$ cat config.mk
export PLATFORM = sky130hd
export DESIGN_NAME = muldiv_unit
export DESIGN_NICKNAME = d
export VERILOG_FILES = /design/src/rtl/muldiv_pkg.sv /design/src/rtl/muldiv_unit_div_core.sv /design/src/rtl/muldiv_unit.sv
export SDC_FILE = /design/constraint.sdc
export NUM_CORES = 2
export LEC_CHECK = 0
export ABC_AREA = 1
export BUFFER_PORTS_ARGS = -buffer_cell sky130_fd_sc_hd__buf_4
export CAP_MARGIN = 40
export CORE_MARGIN = 8
export CORE_UTILIZATION = 51
export DETAILED_ROUTE_END_ITERATION = 10
export HOLD_SLACK_MARGIN = 0.06
export PLACE_DENSITY_LB_ADDON = 0.25
export SLEW_MARGIN = 15
export SYNTH_ARGS = -nofsm -noshare
export SYNTH_HDL_FRONTEND = slang
export SYNTH_SLANG_ARGS = --single-unit
export TNS_END_PERCENT = 100
$ cat constraint.sdc
create_clock -name clk -period 22.8 [get_ports clk]
set_clock_uncertainty 0.05 [all_clocks]
set_input_delay 0 -clock clk [delete_from_list [all_inputs] [get_ports clk]]
set_output_delay 0 -clock clk [all_outputs]
set_load 0.02 [all_outputs]
$ cat src/rtl/muldiv_pkg.sv
// -----------------------------------------------------------------------------
// muldiv_pkg
// Shared definitions for the RV32M multiply/divide unit:
//   - M-extension alu_ctl op-code constants
//   - op-class helper functions (is_mul, is_div, is_signed_div, is_rem)
//   - FSM state encoding for muldiv_unit
// -----------------------------------------------------------------------------
package muldiv_pkg;

    localparam logic [4:0] OP_MUL   = 5'b00010;
    localparam logic [4:0] OP_MULH  = 5'b00011;
    localparam logic [4:0] OP_MULSU = 5'b00100;
    localparam logic [4:0] OP_MULU  = 5'b00101;
    localparam logic [4:0] OP_DIV   = 5'b00110;
    localparam logic [4:0] OP_DIVU  = 5'b00111;
    localparam logic [4:0] OP_REM   = 5'b01000;
    localparam logic [4:0] OP_REMU  = 5'b01001;

    typedef enum logic [2:0] {
        ST_IDLE = 3'd0,
        ST_MUL  = 3'd1,
        ST_DIV  = 3'd2,
        ST_FIX  = 3'd3,
        ST_DONE = 3'd4
    } state_e;

    // Multiply-class codes occupy a contiguous range.
    function automatic logic is_mul(input logic [4:0] op);
        return (op >= OP_MUL) && (op <= OP_MULU);
    endfunction

    // Divide/remainder-class codes occupy a contiguous range.
    function automatic logic is_div(input logic [4:0] op);
        return (op >= OP_DIV) && (op <= OP_REMU);
    endfunction

    // Divide ops that treat operands as two's complement.
    function automatic logic is_signed_div(input logic [4:0] op);
        return (op == OP_DIV) || (op == OP_REM);
    endfunction

    // Divide ops that return the remainder rather than the quotient.
    function automatic logic is_rem(input logic [4:0] op);
        return (op == OP_REM) || (op == OP_REMU);
    endfunction

endpackage

$ cat src/rtl/muldiv_unit_div_core.sv
// -----------------------------------------------------------------------------
// div_core
// Iterative restoring radix-2 divider on unsigned magnitudes, one quotient bit
// per step, MSB first. The caller loads magnitudes, pulses step XLEN times and
// reads quotient/remainder; last flags the step that completes the divide.
// Ports:
//   clk, rst_n           clock, async active-low reset
//   load                 capture dividend/divisor, clear remainder and counter
//   step                 perform one restoring iteration
//   dividend, divisor    unsigned operands (sampled on load)
//   quotient, remainder  current quotient / partial remainder
//   last                 high while the counter sits on the final iteration
// -----------------------------------------------------------------------------
module div_core #(
    parameter int XLEN = 32
) (
    input  logic            clk,
    input  logic            rst_n,
    input  logic            load,
    input  logic            step,
    input  logic [XLEN-1:0] dividend,
    input  logic [XLEN-1:0] divisor,
    output logic [XLEN-1:0] quotient,
    output logic [XLEN-1:0] remainder,
    output logic            last
);

    localparam int CW = $clog2(XLEN);

    logic [XLEN-1:0] quot_r;
    logic [XLEN-1:0] rem_r;
    logic [XLEN-1:0] dvs_r;
    logic [CW-1:0]   cnt_r;
    logic [XLEN:0]   acc_s;
    logic [XLEN:0]   diff_s;

    // Trial subtraction: shift next dividend bit into the XLEN+1 accumulator.
    // The partial remainder is always below the divisor, so a set top bit of
    // the difference means the subtraction went negative.
    always_comb begin
        acc_s  = {rem_r, quot_r[XLEN-1]};
        diff_s = acc_s - {1'b0, dvs_r};
    end

    // Divider state: load initialises, step performs one iteration.
    always_ff @(posedge clk or negedge rst_n) begin
        if (!rst_n) begin
            quot_r <= {XLEN{1'b0}};
            rem_r  <= {XLEN{1'b0}};
            dvs_r  <= {XLEN{1'b0}};
            cnt_r  <= {CW{1'b0}};
        end else if (load) begin
            quot_r <= dividend;
            rem_r  <= {XLEN{1'b0}};
            dvs_r  <= divisor;
            cnt_r  <= {CW{1'b0}};
        end else if (step) begin
            cnt_r <= cnt_r + CW'(1);
            if (diff_s[XLEN]) begin
                rem_r  <= acc_s[XLEN-1:0];
                quot_r <= {quot_r[XLEN-2:0], 1'b0};
            end else begin
                rem_r  <= diff_s[XLEN-1:0];
                quot_r <= {quot_r[XLEN-2:0], 1'b1};
            end
        end else begin
            cnt_r <= cnt_r;
        end
    end

    assign quotient  = quot_r;
    assign remainder = rem_r;
    assign last      = (cnt_r == CW'(XLEN - 1));

endmodule

$ cat src/rtl/muldiv_unit.sv
// -----------------------------------------------------------------------------
// muldiv_unit
// Multi-cycle RV32M execution unit. Accepts one M-extension op at a time and
// returns a single result with a busy/done handshake.
// Ports:
//   clk, rst_n     clock, async active-low reset
//   start          request; taken only in IDLE with an M alu_ctl code
//   alu_ctl        op code, sampled on accepted start
//   op_a, op_b     rs1 / rs2, sampled on accepted start
//   flush          abort any in-flight op; back to IDLE next cycle
//   busy           op in flight (MUL/DIV/FIX), pipeline must hold
//   done           one-cycle pulse, result valid
//   result         last completed result, held until the next one
// Latency from accepted start in cycle N: mul and div special cases done at
// N+2, iterative divide done at N+XLEN+2.
// -----------------------------------------------------------------------------
module muldiv_unit
    import muldiv_pkg::*;
#(
    parameter int XLEN = 32
) (
    input  logic            clk,
    input  logic            rst_n,
    input  logic            start,
    input  logic [4:0]      alu_ctl,
    input  logic [XLEN-1:0] op_a,
    input  logic [XLEN-1:0] op_b,
    input  logic            flush,
    output logic            busy,
    output logic            done,
    output logic [XLEN-1:0] result
);

    localparam logic [XLEN-1:0] ZERO_W = {XLEN{1'b0}};
    localparam logic [XLEN-1:0] ONES_W = {XLEN{1'b1}};
    localparam logic [XLEN-1:0] MIN_W  = {1'b1, {(XLEN-1){1'b0}}};

    // Two's complement negate, wrapping.
    function automatic logic [XLEN-1:0] neg_w(input logic [XLEN-1:0] v);
        return ~v + {{(XLEN-1){1'b0}}, 1'b1};
    endfunction

    state_e            state_r;
    logic              busy_r;
    logic              done_r;
    logic [XLEN-1:0]   result_r;
    logic [4:0]        op_r;
    logic [XLEN-1:0]   a_r;
    logic [XLEN-1:0]   b_r;
    logic              special_r;
    logic              zero_r;
    logic              neg_q_r;
    logic              neg_r_r;

    logic              accept_s;
    logic              sdiv_s;
    logic              zero_s;
    logic              special_s;
    logic [XLEN-1:0]   dividend_s;
    logic [XLEN-1:0]   divisor_s;
    logic              div_load_s;
    logic              div_step_s;
    logic [XLEN-1:0]   quot_s;
    logic [XLEN-1:0]   rem_s;
    logic              div_last_s;
    logic [2*XLEN-1:0] a_ext_s;
    logic [2*XLEN-1:0] b_ext_s;
    logic [2*XLEN-1:0] prod_s;
    logic [XLEN-1:0]   mul_res_s;
    logic [XLEN-1:0]   quot_fix_s;
    logic [XLEN-1:0]   rem_fix_s;
    logic [XLEN-1:0]   fix_res_s;

    // Start decode: acceptance, special-case detection and divider magnitudes.
    // Flush in the same cycle suppresses acceptance.
    always_comb begin
        accept_s   = start && (state_r == ST_IDLE) && !flush &&
                     (is_mul(alu_ctl) || is_div(alu_ctl));
        sdiv_s     = is_signed_div(alu_ctl);
        zero_s     = (op_b == ZERO_W);
        special_s  = is_div(alu_ctl) &&
                     (zero_s || (sdiv_s && (op_a == MIN_W) && (op_b == ONES_W)));
        dividend_s = (sdiv_s && op_a[XLEN-1]) ? neg_w(op_a) : op_a;
        divisor_s  = (sdiv_s && op_b[XLEN-1]) ? neg_w(op_b) : op_b;
        div_load_s = accept_s && is_div(alu_ctl) && !special_s;
        div_step_s = (state_r == ST_DIV) && !flush;
    end

    div_core #(.XLEN(XLEN)) u_div_core (
        .clk       (clk),
        .rst_n     (rst_n),
        .load      (div_load_s),
        .step      (div_step_s),
        .dividend  (dividend_s),
        .divisor   (divisor_s),
        .quotient  (quot_s),
        .remainder (rem_s),
        .last      (div_last_s)
    );

    // Full-width product of the captured operands; each op picks per-operand
    // sign extension, then mul takes the low half and the rest the high half.
    always_comb begin
        a_ext_s   = {{XLEN{a_r[XLEN-1] && (op_r != OP_MULU)}}, a_r};
        b_ext_s   = {{XLEN{b_r[XLEN-1] && ((op_r == OP_MUL) || (op_r == OP_MULH))}}, b_r};
        prod_s    = a_ext_s * b_ext_s;
        mul_res_s = (op_r == OP_MUL) ? prod_s[XLEN-1:0] : prod_s[2*XLEN-1:XLEN];
    end

    // Sign fix-up of the magnitude divide, or the fixed special-case answers.
    always_comb begin
        quot_fix_s = neg_q_r ? neg_w(quot_s) : quot_s;
        rem_fix_s  = neg_r_r ? neg_w(rem_s) : rem_s;
        if (special_r) begin
            if (zero_r) begin
                fix_res_s = is_rem(op_r) ? a_r : ONES_W;
            end else begin
                fix_res_s = is_rem(op_r) ? ZERO_W : MIN_W;
            end
        end else begin
            fix_res_s = is_rem(op_r) ? rem_fix_s : quot_fix_s;
        end
    end

    // Control FSM with registered busy/done/result and operand capture.
    always_ff @(posedge clk or negedge rst_n) begin
        if (!rst_n) begin
            state_r   <= ST_IDLE;
            busy_r    <= 1'b0;
            done_r    <= 1'b0;
            result_r  <= {XLEN{1'b0}};
            op_r      <= 5'b00000;
            a_r       <= {XLEN{1'b0}};
            b_r       <= {XLEN{1'b0}};
            special_r <= 1'b0;
            zero_r    <= 1'b0;
            neg_q_r   <= 1'b0;
            neg_r_r   <= 1'b0;
        end else if (flush) begin
            state_r <= ST_IDLE;
            busy_r  <= 1'b0;
            done_r  <= 1'b0;
        end else begin
            case (state_r)
                ST_IDLE: begin
                    done_r <= 1'b0;
                    if (accept_s) begin
                        op_r      <= alu_ctl;
                        a_r       <= op_a;
                        b_r       <= op_b;
                        special_r <= special_s;
                        zero_r    <= zero_s;
                        neg_q_r   <= sdiv_s && (op_a[XLEN-1] ^ op_b[XLEN-1]);
                        neg_r_r   <= sdiv_s && op_a[XLEN-1];
                        busy_r    <= 1'b1;
                        if (is_mul(alu_ctl)) begin
                            state_r <= ST_MUL;
                        end else if (special_s) begin
                            state_r <= ST_FIX;
                        end else begin
                            state_r <= ST_DIV;
                        end
                    end else begin
                        busy_r  <= 1'b0;
                        state_r <= ST_IDLE;
                    end
                end
                ST_MUL: begin
                    result_r <= mul_res_s;
                    busy_r   <= 1'b0;
                    done_r   <= 1'b1;
                    state_r  <= ST_DONE;
                end
                ST_DIV: begin
                    if (div_last_s) begin
                        state_r <= ST_FIX;
                    end else begin
                        state_r <= ST_DIV;
                    end
                end
                ST_FIX: begin
                    result_r <= fix_res_s;
                    busy_r   <= 1'b0;
                    done_r   <= 1'b1;
                    state_r  <= ST_DONE;
                end
                ST_DONE: begin
                    done_r  <= 1'b0;
                    busy_r  <= 1'b0;
                    state_r <= ST_IDLE;
                end
                default: begin
                    done_r  <= 1'b0;
                    busy_r  <= 1'b0;
                    state_r <= ST_IDLE;
                end
            endcase
        end
    end

    assign busy   = busy_r;
    assign done   = done_r;
    assign result = result_r;

endmodule

======== Word-level counts from Yosys, hierarchy flattened ========
Cells that the tools add are included.
operators by class
  add/sub/neg operators ................... 6
  multiply operators ...................... 1
  $lt $le $gt $ge ......................... 4
  equal/unequal tests ..................... 14
  multiplexer cells ....................... 30
  bitwise logic cells ..................... 6
  reductions and logical operators ........ 30
operators by type and width
  kind                     count
  $mux W32                 15
  $add A32 B1 Y32 const B  4
  $not A32 Y32             4
  $eq A32 B32 Y1 const B   2
  $mul A33 B33 Y64         1
  $pmux W32 S2             1
  $sub A33 B32 Y33         1
  $logic_not A32 Y1        1
  $logic_and A1 B1 Y1      16
  $eq A5 B4 Y1 const B     3
  $eq A5 B2 Y1 const B     2
  $mux W5                  2
  $pmux W3 S3              1
  $eq A3 B2 Y1 const B     2
  $mux W1                  6
  $mux W3                  2
  $add A5 B1 Y5 const B    1
  $eq A5 B3 Y1 const B     1
  $eq A5 B5 Y1 const B     1
  $ge A5 B2 Y1 const B     1
  $ge A5 B3 Y1 const B     1
  $le A5 B3 Y1 const B     1
  $le A5 B4 Y1 const B     1
  $logic_or A1 B1 Y1       5
  13 further kinds         16
word-level totals
  flip-flop bits (word level) ............. 211
  output and inout bits ................... 34
  logic and storage cells ................. 106

======== Depth between registers and ports, before layout ========
  word-level depth ........................ 11
  gate-level depth with buffers ........... 38

======== Cells and area by module ========
Synthesis repeated with hierarchy kept, for this count alone.
second synthesis, totals
  cells, all modules ...................... 7563
  area total of the unflattened synthesis .. 55662.1 um2
by module, submodules not included
  module       times used  cells an instance  area each (um2)  sequential area each (um2)
  muldiv_unit  1           6495               48675.4          2752.6
  div_core     1           1068               6986.7           2527.4

======== Worst setup path after synthesis ========
OpenSTA, ideal clock, no wires.
  kind .................................... reg2reg
  start ................................... register op_r[3]
  end ..................................... register result_r[24] (netlist: result[24])
  data arrival time ....................... 7294 ps
  required time ........................... 22633 ps
  slack ................................... 15339 ps
  stages on the path, launching flop included .. 28
  period minus slack after synthesis ...... 7461 ps
  cell sequence ........................... dfrtp_1 nor2_1 nand3_1 nand2_1 clkbuf_1 nor2_1 fa_1 fa_1 fa_1 fa_1 inv_1 fa_1 fa_1 fa_1 fa_1 inv_1 ha_1 nand2_1 nor2_1 inv_1 nor4_1 o21ai_0 nand3_1 nand2_1 nand3_1 nand2_1 nand2_1 nand2_1
on the way
  longest elaborated chain between the ends .. 6
  elaborated cells on any way between the ends .. 16
  classes of those cells .................. mul (1); eq/ne (5); mux (6); reduce/logical (4)
RTL lines
  what                                             RTL line                                source
  start, declared                                  muldiv_unit.sv:47                       logic [4:0] op_r;
  start signal, assigned                           muldiv_unit.sv:148                      op_r <= alu_ctl;
  $eq A5 B2 Y1 (tied with other cells)             muldiv_unit.sv:105, muldiv_unit.sv:107
  $logic_or A1 B1 Y1 (on tied branches)            muldiv_unit.sv:105, muldiv_pkg.sv:44
  $logic_and A1 B1 Y1 or $mux W32 (tied branches)  muldiv_unit.sv:105, muldiv_unit.sv:116
  $mul A33 B33 Y64 or $mux W32 (tied branches)     muldiv_unit.sv:106, muldiv_unit.sv:115
  $mux W32 (on tied branches)                      muldiv_unit.sv:107, muldiv_unit.sv:114
  $pmux W32 S2 *                                   muldiv_unit.sv:144                      case (state_r)
  end signal, assigned                             muldiv_unit.sv:131                      result_r <= {XLEN{1'b0}};
  end signal, assigned                             muldiv_unit.sv:169                      result_r <= mul_res_s;
  end signal, assigned                             muldiv_unit.sv:182                      result_r <= fix_res_s;
  end, declared                                    muldiv_unit.sv:46                       logic [XLEN-1:0] result_r;
Mark *: on every way between the ends. The rest lies on a longest branch, timed or not.
A chain may end at the register's enable or synchronous reset.

======== Worst setup path in the final report ========
  start ................................... register op_r[3]
  end ..................................... register result_r[19] (netlist: result[19])
The elaborated chain is that of the path after synthesis.

==> flow_summary.ini <==
[clock_tree]
cts_resized = 0
clk_pin_slew_ns = 0.07
cts_setup_buffers = 0
cts.sinks = 211
clock_latency_ns = 0.58
clock_path_buffers = 3
numCtsBuffers = 28
htree_levels = 1
hold_buffers = 87
clockRootBuffer = clkbuf_16
cts_tree = done

[critical_path]
crit_type = reg -> reg
critPathMaxStageDelay_ns = 0.65
worst_setup_path_start_kind = register
r2r_slack_ns = 14.18
path_buf_inv = 4
cp-end-kind = register
slowest_stage = fa_1
path_max_fanout = 30
crit_family = adder cells
arrival_ns = 9.05
cp_common_cell = fa_1
required_ns = 23.23

[logic_synthesis]
synth-seq-cells = 211
synthTopCellsByArea = fa_1 (41%), nand2_1 (14%), inv_1 (12%)
synth_top_area_cell = fa_1
synth_edf_count = 0
ys_top_cells_by_count = nand2_1 (2055), inv_1 (1806), fa_1 (1126)
synthCells = 7414
yosysTopAreaCellShare_pct = 40.7
syn_avg_cell_area_sq_um = 7.47
yosysWarnings = 0
syn-num-nets = 8864
yosysSeqAreaShare_pct = 9.53
synth_area_sq_um = 55400
synth_ff_type = dfrtp_1
synthArstFlopShare_pct = 100
synth_most_common_cell = nand2_1
ys_types = 49

[routing]
num_vias = 47622
drc_errors = 0
drt_iter0_drc = 3735
ant_nets = 0
wl_mm = 180
firstDrtPassIters = 8
viasPerCell = 5.41
routedWlPerCell_microns = 20.4

[grt]
track_usage_pct = 30.3
gr-total-overflow = 0
grt_pass1_vias = 49230
antenna_found_initial = 8
grt_pass1_wl_mm = 286
grt_start_max_net_pins = 92

[timing]
relSlewSlack_pct = 41.9
layout_setup_ws_ns = 14.18
fin_crit_ns = 8.62
hold_viol = 0
rsz0062_at_grt = no
post-route-period-util_pct = 37.8
worst_pin_slew_ns = 0.871
slew_viol_final = 0
setup-violations-final = 0
fmax_ghz = 0.116
fin_setup_tns_ns = 0

[place]
hpwl_mm = 150
preCtsSetupSlack_ns = 14.24
gp_congestion = 1.05
portBuffers = 106
placed_area_sq_um = 57200

[layout]
syn2layout_area_growth_pct = 6.69
nFillCells = 10388
regArea_sq_um = 5280
multiInputGateArea_sq_um = 41800
drive_gt1_share_pct = 4.15
fin_area_sq_um = 59100
fin_nets = 8808

[die]
num_rows = 121
core-area_sq_um = 108000
fp.dieH_microns = 346
initial_core_util_pct = 51.2
fp.dieW_microns = 346
die-area_sq_um = 119000
io_pins = 107

[job]
drv_cap = 0

[hold_path]
hp-class = in -> reg

[run_status]
run_status = completed
==> through the flow <==
stage / instances / hold WS [ns] / util [%]
after global placement: 8651 / 0.0552 / 52.8
after detailed placement: 8654 / 0.0611 / 52.9
final: 8796 / 0.175 / 54.6
after global routing: 8793 / 0.195 / 54.6
after CTS: 8792 / 0.142 / 54.6
after floorplan: 7414 / -0.346 / -
==> worst min-delay path: cells and delay by family <==
kind                   cells  cell delay (ns)
and+or+nand+nor            2             0.11
buffers and inverters      2             0.66
==> kinds of logic (layout without fill, tap and decap cells) <==
kind of cell | count (synthesis) | after routing | synth area share (%)
and+or+nand+nor | 2926 | 2926 | 21.3
xor gates and xnor gates | 96 | 96 | 1.52
adders and majority gates | 1377 | 1377 | 46.3
other | 0 | 3 | 0
buffers and inverters | 2185 | 2150 | 15.0
DFF | 211 | 211 | 9.53
AOI/OAI and AO/OA | 619 | 619 | 6.28
==> registers in the layout (all words and copies together), names as in the netlist, 5 cells and up <==
name / count
u_div_core.cnt_r: 5
op_r: 5
u_div_core.dvs_r: 32
result: 32
u_div_core.remainder: 32
u_div_core.quotient: 32
b_r: 32
a_r: 32
==> routing by layer <==
| layer | GRT usage (%) | share of wire [%] | vias up |
|---|---|---|---|
| met5 | 0 | 0 | - |
| li1 | - | - | 21528 |
| met1 | 40.2 | 41 | 23985 |
| met2 | 51.8 | 49 | 1757 |
| met3 | 2.59 | 5.7 | 352 |
| met4 | 11.3 | 4.6 | 0 |
==> cells in the final DEF, fill, tap and decap left out, types with 14 or more instances in the layout <==
cell	synthesis	layout
o21a_1	14	14
nor4_1	15	15
xnor2_1	29	29
xor2_1	67	67
nor3_1	40	40
nand3_2	14	14
o211ai_2	14	14
a21oi_1	215	215
nor2_1	424	423
dfrtp_1	211	210
o21ai_0	264	264
fa_1	1126	1126
o211ai_1	26	26
ha_1	251	251
buf_4	4	192
nand4_1	46	46
dlygate4sd3_1	0	87
nand2_1	2055	2054
o21ai_1	19	19
o21bai_1	27	27
nand3_1	295	294
inv_1	1806	1806
clkbuf_16	0	29
==> final timing paths <==
kind                                           from                                   to  depth (start not counted)
worst min-delay path                       op_a[17]                  a_r[17]$_DFFE_PN0P_                          4
worst max-delay path            op_r[3]$_DFFE_PN0P_               result[19]$_DFFE_PN0P_                         29
worst min register to register     busy$_DFFE_PN0P_                     busy$_DFFE_PN0P_                          2
max in group asynchronous                     rst_n     u_div_core.dvs_r[15]$_DFFE_PN0P_                          6
worst max register to register  op_r[3]$_DFFE_PN0P_               result[19]$_DFFE_PN0P_                         29
min in group asynchronous                     rst_n  u_div_core.quotient[24]$_DFFE_PN0P_                          3
==> layout make-up <==
type / instances / share of cell area [%]
flip-flops and latches: 211 / 8.93
multi-input cells: 5018 / 70.8
clock buffers: 37 / 1.35
clock inverters: 14 / 0.362
inverters: 1815 / 11.5
well taps: 1414 / 2.99
repair buffers: 284 / 4.07
diodes: 3 / 0.0127
Power is not shown: default switching activity piles up to over one toggle a cycle in this logic, so the estimate is an artifact.
